$ cat src/rtl/fifo_sync_param_if.sv
// Handshake and status bundle for fifo_sync_param.
// The master is the producer/consumer side. The slave is the FIFO.
interface fifo_sync_param_if #(
    parameter int WIDTH = 8,
    parameter int DEPTH = 4
);
    localparam int CW = $clog2(DEPTH + 1);

    logic [WIDTH-1:0] din;
    logic             push;
    logic             pop;
    logic             clr_err;
    logic [WIDTH-1:0] dout;
    logic             empty;
    logic             full;
    logic             almost_empty;
    logic             almost_full;
    logic [CW-1:0]    count;
    logic             overflow;
    logic             underflow;

    modport master (
        output din, push, pop, clr_err,
        input  dout, empty, full, almost_empty, almost_full,
        input  count, overflow, underflow
    );

    modport slave (
        input  din, push, pop, clr_err,
        output dout, empty, full, almost_empty, almost_full,
        output count, overflow, underflow
    );
endinterface

$ cat src/rtl/fifo_sync_param.sv
// Single-clock first-word-fall-through FIFO with any depth.
// It has occupancy thresholds and sticky overflow/underflow flags.
module fifo_sync_param #(
    parameter int WIDTH    = 8,
    parameter int DEPTH    = 4,
    parameter int AF_LEVEL = DEPTH - 1,
    parameter int AE_LEVEL = 1
) (
    input logic             clk,
    input logic             reset,
    fifo_sync_param_if.slave bus
);
    localparam int PW = (DEPTH > 1) ? $clog2(DEPTH) : 1;
    localparam int CW = $clog2(DEPTH + 1);
    localparam logic [PW-1:0] LAST = PW'(DEPTH - 1);

    logic [WIDTH-1:0] mem_q [DEPTH];
    logic [PW-1:0]    rd_ptr_q, rd_ptr_d;
    logic [PW-1:0]    wr_ptr_q, wr_ptr_d;
    logic [CW-1:0]    count_q, count_d;
    logic             ovf_q, ovf_d;
    logic             udf_q, udf_d;
    logic             empty_w, full_w;
    logic             wr_acc, rd_acc;

    assign empty_w = (count_q == '0);
    assign full_w  = (count_q == CW'(DEPTH));

    always_comb begin
        wr_acc   = bus.push && (!full_w || bus.pop);
        rd_acc   = bus.pop && !empty_w;
        wr_ptr_d = wr_ptr_q;
        rd_ptr_d = rd_ptr_q;
        count_d  = count_q;
        if (wr_acc) begin
            wr_ptr_d = (wr_ptr_q == LAST) ? '0 : wr_ptr_q + PW'(1);
        end
        if (rd_acc) begin
            rd_ptr_d = (rd_ptr_q == LAST) ? '0 : rd_ptr_q + PW'(1);
        end
        case ({wr_acc, rd_acc})
            2'b10:   count_d = count_q + CW'(1);
            2'b01:   count_d = count_q - CW'(1);
            default: count_d = count_q;
        endcase
        // An error event on the same edge as clr_err keeps the flag set
        ovf_d = (ovf_q && !bus.clr_err) || (bus.push && !bus.pop && full_w);
        udf_d = (udf_q && !bus.clr_err) || (bus.pop && empty_w);
    end

    always_ff @(posedge clk or negedge reset) begin
        if (!reset) begin
            rd_ptr_q <= '0;
            wr_ptr_q <= '0;
            count_q  <= '0;
            ovf_q    <= 1'b0;
            udf_q    <= 1'b0;
        end else begin
            rd_ptr_q <= rd_ptr_d;
            wr_ptr_q <= wr_ptr_d;
            count_q  <= count_d;
            ovf_q    <= ovf_d;
            udf_q    <= udf_d;
        end
    end

    // Storage has no reset; the count masks stale entries
    always_ff @(posedge clk) begin
        if (wr_acc) begin
            mem_q[wr_ptr_q] <= bus.din;
        end
    end

    assign bus.dout         = empty_w ? '0 : mem_q[rd_ptr_q];
    assign bus.empty        = empty_w;
    assign bus.full         = full_w;
    assign bus.almost_empty = (count_q <= CW'(AE_LEVEL));
    assign bus.almost_full  = (count_q >= CW'(AF_LEVEL));
    assign bus.count        = count_q;
    assign bus.overflow     = ovf_q;
    assign bus.underflow    = udf_q;
endmodule

$ cat src/flat_wrapper.sv
// flat-port wrapper written by rule: the top's interface ports become plain ports
module fifo_sync_param_flat 
#(
    parameter int WIDTH    = 8,
    parameter int DEPTH    = 4,
    parameter int AF_LEVEL = DEPTH - 1,
    parameter int AE_LEVEL = 1
)
  (clk, reset, bus_din, bus_push, bus_pop, bus_clr_err, bus_dout, bus_empty, bus_full, bus_almost_empty, bus_almost_full, bus_count, bus_overflow, bus_underflow);
  fifo_sync_param_if #(.WIDTH(WIDTH), .DEPTH(DEPTH)) bus_i ();
  input logic clk;
  input logic reset;
  input wire logic [$bits(bus_i.din)-1:0] bus_din;
  input wire logic [$bits(bus_i.push)-1:0] bus_push;
  input wire logic [$bits(bus_i.pop)-1:0] bus_pop;
  input wire logic [$bits(bus_i.clr_err)-1:0] bus_clr_err;
  output wire logic [$bits(bus_i.dout)-1:0] bus_dout;
  output wire logic [$bits(bus_i.empty)-1:0] bus_empty;
  output wire logic [$bits(bus_i.full)-1:0] bus_full;
  output wire logic [$bits(bus_i.almost_empty)-1:0] bus_almost_empty;
  output wire logic [$bits(bus_i.almost_full)-1:0] bus_almost_full;
  output wire logic [$bits(bus_i.count)-1:0] bus_count;
  output wire logic [$bits(bus_i.overflow)-1:0] bus_overflow;
  output wire logic [$bits(bus_i.underflow)-1:0] bus_underflow;
  assign bus_i.din = bus_din;
  assign bus_i.push = bus_push;
  assign bus_i.pop = bus_pop;
  assign bus_i.clr_err = bus_clr_err;
  assign bus_dout = bus_i.dout;
  assign bus_empty = bus_i.empty;
  assign bus_full = bus_i.full;
  assign bus_almost_empty = bus_i.almost_empty;
  assign bus_almost_full = bus_i.almost_full;
  assign bus_count = bus_i.count;
  assign bus_overflow = bus_i.overflow;
  assign bus_underflow = bus_i.underflow;
  fifo_sync_param #(.WIDTH(WIDTH), .DEPTH(DEPTH), .AF_LEVEL(AF_LEVEL), .AE_LEVEL(AE_LEVEL)) u_core (.clk(clk), .reset(reset), .bus(bus_i));
endmodule
$ cat config.mk
export PLATFORM = sky130hd
export DESIGN_NAME = fifo_sync_param_flat
export DESIGN_NICKNAME = d
export VERILOG_FILES = /design/src/rtl/fifo_sync_param_if.sv /design/src/rtl/fifo_sync_param.sv /design/src/flat_wrapper.sv
export SDC_FILE = /design/constraint.sdc
export NUM_CORES = 1
export LEC_CHECK = 0
export BUFFER_PORTS_ARGS = -buffer_cell sky130_fd_sc_hd__buf_4
export CELL_PAD_IN_SITES_DETAIL_PLACEMENT = 2
export CELL_PAD_IN_SITES_GLOBAL_PLACEMENT = 2
export CORE_AREA = 5 5 92 94
export DETAILED_ROUTE_END_ITERATION = 7
export DIE_AREA = 0 0 97 99
export PLACE_DENSITY_LB_ADDON = 0.1
export SLEW_MARGIN = 5
export SYNTH_ARGS = -nofsm -noshare
export SYNTH_HDL_FRONTEND = slang
export SYNTH_SLANG_ARGS = --single-unit
$ cat constraint.sdc
create_clock -name clk -period 4.6 [get_ports clk]
set_input_delay 0.92 -clock clk [delete_from_list [all_inputs] [get_ports clk]]
set_output_delay 0.92 -clock clk [all_outputs]
set_load 0.01 [all_outputs]
==> summary.md, run 1 <==
| Metric | Value |
|---|---|
| Status | `finished clean` |
| Arrival time at the worst endpoint | `1.96 ns` |
| P&R area growth vs syn | `22.5%` |
| First-pass GRT wire length | `6550 um` |
| Register area share after synthesis | `0.648` |
| Largest net degree at the start of global routing | `20` |
| Reg-to-reg endpoint | `u_core.bus.count[2]` |
| CTS Hold Buffers Added | `0` |
| Max Slew Vio Count | `0` |
| Clock Tree Root | `clkbuf_8` |
| Vias per std cell | `~4.2` |
| Layout cell share with drive strength beyond 1 | `0.287` |
| Minimum clock period | `2.88 ns` |
| Crit Path Max Fanout | `8` |
| Post-Syn Area | `1830 um2` |
| Post-CTS setup buffer count | `0` |
| Final hold violations | `0` |
| I/O Buffers | `29` |
| Io pins | `30` |
| Met1 usage | `0.111` |
| Worst slew margin | `0.336` |
| Library cells used by synthesis | `22` |
| Final worst-path cycle share | `0.627` |
| Die area | `9600 um2` |
| H-tree levels | `2` |
| RSZ-0062 raised after global routing | `no` |
| DR vias | `1090` |
| Cell Pwr Density | `about 650 nW/um2` |
| Placer Congestion | `0.708` |
| GR Util All Layers | `0.0907` |
| Most common cell after layout, fill and taps aside | `edfxtp_1` |
| Dpl hpwl | `3070 um` |
| Clock-pin transition on the worst setup and hold timing paths | `0.08 ns` |
| Total CTS buffers | `5` |
| Crit path launch type | `flip-flop` |
| Worst R2R Path Depth | `9` |
| Final layout net count | `between 150 and 200` |
| WHS | `between 0.4 and 0.5 ns` |
| M3 GR Usage | `0.0290` |
| Placeable Area | `7570 um2` |
| Antenna Cells | `0` |
| Vias in the first global route | `1199` |
| Wirelength per Cell | `around 16 um` |
| Hold Crit Class | `input port to async pin` |
| Setup_tns | `0 ns` |
| CTS tree | `yes` |
| Antenna violations before repair | `0` |
| Fillers | `821` |
| Reg-to-Reg Start | `u_core.bus.count[1]` |
| Height of the die | `99 um` |
| Commonest non-fill, non-tap cells in the layout | `32 x edfxtp_1, 29 x buf_4, 16 x mux2i_1, 12 x inv_1, 11 x ha_1` |
| Core Rows | `32` |
| Syn_nets | `147` |
| GR peak layer | `met2` |
| GR Util met2 | `0.151` |
| Max VDD drop | `0.000153 V` |
| Setup-failing EPs final | `0` |
| Post-Route Skew | `0.00407 ns` |
| Drt drc | `0` |
| Post-route antenna net violation count | `0` |
| F_max | `347 MHz` |
| Iteration count of the initial detailed-routing pass | `4` |
| Ys Warns | `0` |
| Sink Count | `41` |
| WP data required | `3.68 ns` |
| Clock latency on the worst-skew pair | `0.29 ns` |
| Leakage power | `0.000953 uW` |
| Grt ovf | `0` |
| Yosys reg bits | `between 40 and 50` |
| Worst Setup SP | `u_core.bus.count[0]` |
| Crit path capture type | `primary output` |
| Clk buf depth | `2` |
| Maxcap violations | `0` |
| Initial drt markers | `67` |
| Final Power | `1460 uW` |
| Slew @ Worst Pin | `0.996 ns` |
| Reg-to-reg slack, setup | `2.71 ns` |
| Total wire length | `4190 um` |
| Post-CTS sizing | `0` |
| Crit path kind | `flip-flop to primary output` |
| Mean Syn Cell Area | `14.9 um2` |
| Starting Density | `0.242` |
| Cells after Synth | `123` |
| Die W | `97 um` |
[how the worst max path moves through the flow]
stage	to	depth (start not counted)
2_1_floorplan	bus_dout[5]	6
3_3_place_gp	bus_dout[2]	6
3_5_place_dp	bus_dout[2]	6
4_1_cts	bus_dout[2]	6
5_1_grt	bus_dout[2]	6
6_report	bus_dout[4]	6
[final cells by class]
| type | instances | area (um2) | area share |
|---|---|---|---|
| Timing Repair Buffer | 29 | 218 | 0.0970 |
| Sequential cell | 41 | 1190 | 0.529 |
| Clock buffer | 5 | 68.8 | 0.0307 |
| Tap cell | 102 | 128 | 0.0569 |
| Multi-Input combinational cell | 67 | 581 | 0.259 |
| Clock inverter | 3 | 17.5 | 0.00781 |
| Inverter | 12 | 45.0 | 0.0201 |
[report_power, final]
part | leakage [uW] | switching [uW] | internal (uW)
Clock | 0.0000439 | 126 | 105
Combinational | 0.000505 | 321 | 314
Sequential | 0.000404 | 93.6 | 499
Total | 0.000953 | 540 | 918
[metrics by stage]
| stage | area (um2) | std cells | setup slack [ns] | utilization |
|---|---|---|---|---|
| 2_1_floorplan | 1830 | 123 | 2.33 | - |
| 3_3_place_gp | 2160 | 251 | 2.06 | 0.285 |
| 3_5_place_dp | 2160 | 251 | 1.98 | 0.285 |
| 4_1_cts | 2240 | 259 | 1.63 | 0.296 |
| 5_1_grt | 2240 | 259 | 1.50 | 0.296 |
| 6_report | 2240 | 259 | 1.72 | 0.296 |
[critical path: stages, from the launching register on]
cell and delay [ns]:
dfrtp_1 0.44, inv_1 0.12, ha_1 0.27, nand2b_2 0.13
nand2_1 0.26, o22ai_1 0.29, buf_4 0.16
[flip-flops by register name (all words and copies together) (netlist names)]
register              count
u_core.bus.underflow      1
u_core.bus.overflow       1
u_core.wr_ptr_q           2
u_core.bus.count          3
u_core.mem_q             32
u_core.rd_ptr_q           2
[cells by family after synthesis]
group                      Yosys count  share of synthesized area
and+or+nand+nor                     18                     0.0608
buffers and inverters               15                     0.0355
adders and majority gates           11                     0.0751
DFF                                 41                      0.648
xor gates and xnor gates             2                    0.00956
AOI/OAI and AO/OA                   16                     0.0512
muxes                               20                      0.120
[layer usage]
| layer | wire length [um] | share of wire |
|---|---|---|
| met1 | 1890 | 0.45 |
| met2 | 2080 | 0.50 |
| met3 | 168 | 0.040 |
| met4 | 55 | 0.013 |
| met5 | 0 | 0 |
[cell usage after synthesis (all sizes together)]
library cell  instances  area share
nand3b                1       0.011
inv                  12       0.025
and2                  2      0.0082
buf                   3       0.011
and3                  4       0.014
o22ai                10       0.034
dfrtp                 9        0.12
ha                   11       0.075
xnor2                 2      0.0096
a21oi                 2      0.0055
nor2                  5       0.010
nand2                 4      0.0096
a31oi                 1      0.0034
mux2                  4       0.033
edfxtp               32        0.52
mux2i                16       0.087
o21ai                 3      0.0082
nand2b                2      0.0082
Power figures use the tool's default switching activity.
==> inputs of run 2 (changes only) <==
Clock period 4.6 ns to 2.85 ns, I/O delays scaled along.
==> summary.md, run 2 (synthesis gave the netlist of run 1 again) <==
| Metric | Value |
|---|---|
| Status | `finished clean` |
| Vias in the first global route | `about 1200` |
| Commonest non-fill, non-tap cells in the layout | `32 x edfxtp_1, 29 x buf_4, 16 x mux2i_1, 12 x inv_1, 11 x ha_1` |
| Critical path's slowest cell | `dfrtp_1` |
| Most common cell after layout, fill and taps aside | `edfxtp_1` |
| Final hold violations | `0` |
| Max reg flops | `32` |
| WP data required | `2.28 ns` |
| Die area | `9600 um2` |
| DR vias | `between 1000 and 1500` |
| Final instance area | `2290 um2` |
| Setup_tns | `0 ns` |
| Drt drc | `0` |
| H-tree levels | `2` |
| Io pins | `30` |
| Clk buf depth | `2` |
| Placed Area | `2160 um2` |
| Arrival time at the worst endpoint | `1.99 ns` |
| Clock Tree Root | `clkbuf_8` |
| Reg-to-reg endpoint | `u_core.bus.count[2]` |
| Cell chain of the critical path | `inv_1 > ha_1 > nand2b_2 > nand2_1 > o22ai_1 > buf_4` |
| Dpl hpwl | `3010 um` |
| Post-CTS sizing | `0` |
| Die W | `97 um` |
| Max VDD drop | `roughly 0.00033 V` |
| Reg-to-reg slack, setup | `0.97 ns` |
| Antenna Cells | `0` |
| Reg-to-Reg Start | `u_core.bus.count[0]` |
| Max incr delay on CP | `0.44 ns` |
| Final worst-path cycle share | `0.897` |
| Sink Count | `between 40 and 50` |
| Placer Congestion | `0.710` |
| CTS Hold Buffers Added | `0` |
| First-pass GRT wire length | `roughly 6500 um` |
| Final core occ | `0.303` |
| Initial drt markers | `26` |
| Minimum clock period | `2.56 ns` |
| F_max | `391 MHz` |
| Clock-pin transition on the worst setup and hold timing paths | `roughly 0.080 ns` |
| Wirelength per Cell | `16.3 um` |
| Placeable Area | `between 7000 and 8000 um2` |
| Layout cell share with drive strength beyond 1 | `0.287` |
| CTS tree | `yes` |
| Vias per std cell | `approximately 4.2` |
| Crit path launch type | `flip-flop` |
| Hold Crit Class | `input port to async pin` |
| GR Util All Layers | `0.0893` |
| Setup-failing EPs final | `0` |
| Setup ws final | `0.294 ns` |
| Grt ovf | `0` |
| Antenna violations before repair | `0` |
| Leakage power | `0.000978 uW` |
| Worst R2R Path Depth | `8` |
| Starting Density | `0.242` |
| Post-Route Skew | `around 0.0065 ns` |
| Post-CTS setup buffer count | `0` |
| Core Rows | `32` |
| Maxcap violations | `0` |
| Height of the die | `between 90 and 100 um` |
| Max Slew Vio Count | `0` |
| RSZ-0062 raised after global routing | `no` |
| Total wire length | `4210 um` |
| Top reg by flops | `u_core.mem_q` |
| DP Worst Slack | `0.562 ns` |
| Largest net degree at the start of global routing | `20` |
| Total CTS buffers | `5` |
| I/O Buffers | `29` |
| Clock latency on the worst-skew pair | `0.29 ns` |
| Crit path kind | `flip-flop to primary output` |
| Cell Pwr Density | `1100 nW/um2` |
| P&R area growth vs syn | `25.3%` |
| Slew @ Worst Pin | `0.981 ns` |
| Iteration count of the initial detailed-routing pass | `3` |
| WHS | `approximately 0.094 ns` |
| Crit Path Max Fanout | `8` |
| Post-route antenna net violation count | `0` |
| Worst slew margin | `0.346` |
| Final layout net count | `180` |
| Crit path capture type | `primary output` |
-- run 2: through the flow --
| step | total power (uW) | instances |
|---|---|---|
| floorplan | 1570 | 123 |
| detailed placement | 2030 | 251 |
| global placement | 1990 | 251 |
| finish | 2540 | 259 |
| global route | 2710 | 259 |
| CTS | 2600 | 259 |
-- run 2: area by class of cell --
cell class                 count  area [um2]
clock buffer                   5        68.8
tap                          102         128
timing repair buffer          29         218
multi-input combinational     67         581
clock inverter                 3        68.8
fill                         792        5270
sequential                    41        1190
inverter                      12        45.0
-- run 2: layer usage --
layer,track usage,up-vias,part of all wire,wire length [um]
li1,-,510,-,-
met1,0.107,545,0.45,1880
met2,0.152,19,0.52,2170
met3,0.0269,2,0.032,134
met4,0.0324,0,0.0069,29
met5,0,-,0,0
-- run 2: power by group --
| part | total (uW) | switching [uW] | internal [uW] | leakage (uW) |
|---|---|---|---|---|
| combinational | 1020 | 516 | 504 | 0.000505 |
| clock | 561 | 209 | 353 | 0.0000687 |
| sequential | 954 | 149 | 805 | 0.000404 |
| total | 2540 | 874 | 1660 | 0.000978 |
-- run 2: worst max path at each step --
stage | cells after the start | end | slack, ns | start
after floorplan | 6 | bus_dout[5] | 0.93 | u_core.bus.count[0]
after global placement | 6 | bus_dout[2] | 0.65 | u_core.bus.count[0]
after detailed placement | 6 | bus_dout[2] | 0.56 | u_core.bus.count[0]
after CTS | 6 | bus_dout[2] | 0.20 | u_core.bus.count[0]
after global routing | 6 | bus_dout[2] | 0.11 | u_core.bus.count[0]
final | 6 | bus_dout[2] | 0.29 | u_core.bus.count[0]
-- run 2: worst max-delay path, delay by kind of cell (launching register included) --
family | cells | cell delay (ns)
compound gates | 1 | 0.31
fa+ha+maj | 1 | 0.27
simple gates | 2 | 0.40
flops | 1 | 0.44
buf+inv | 2 | 0.28
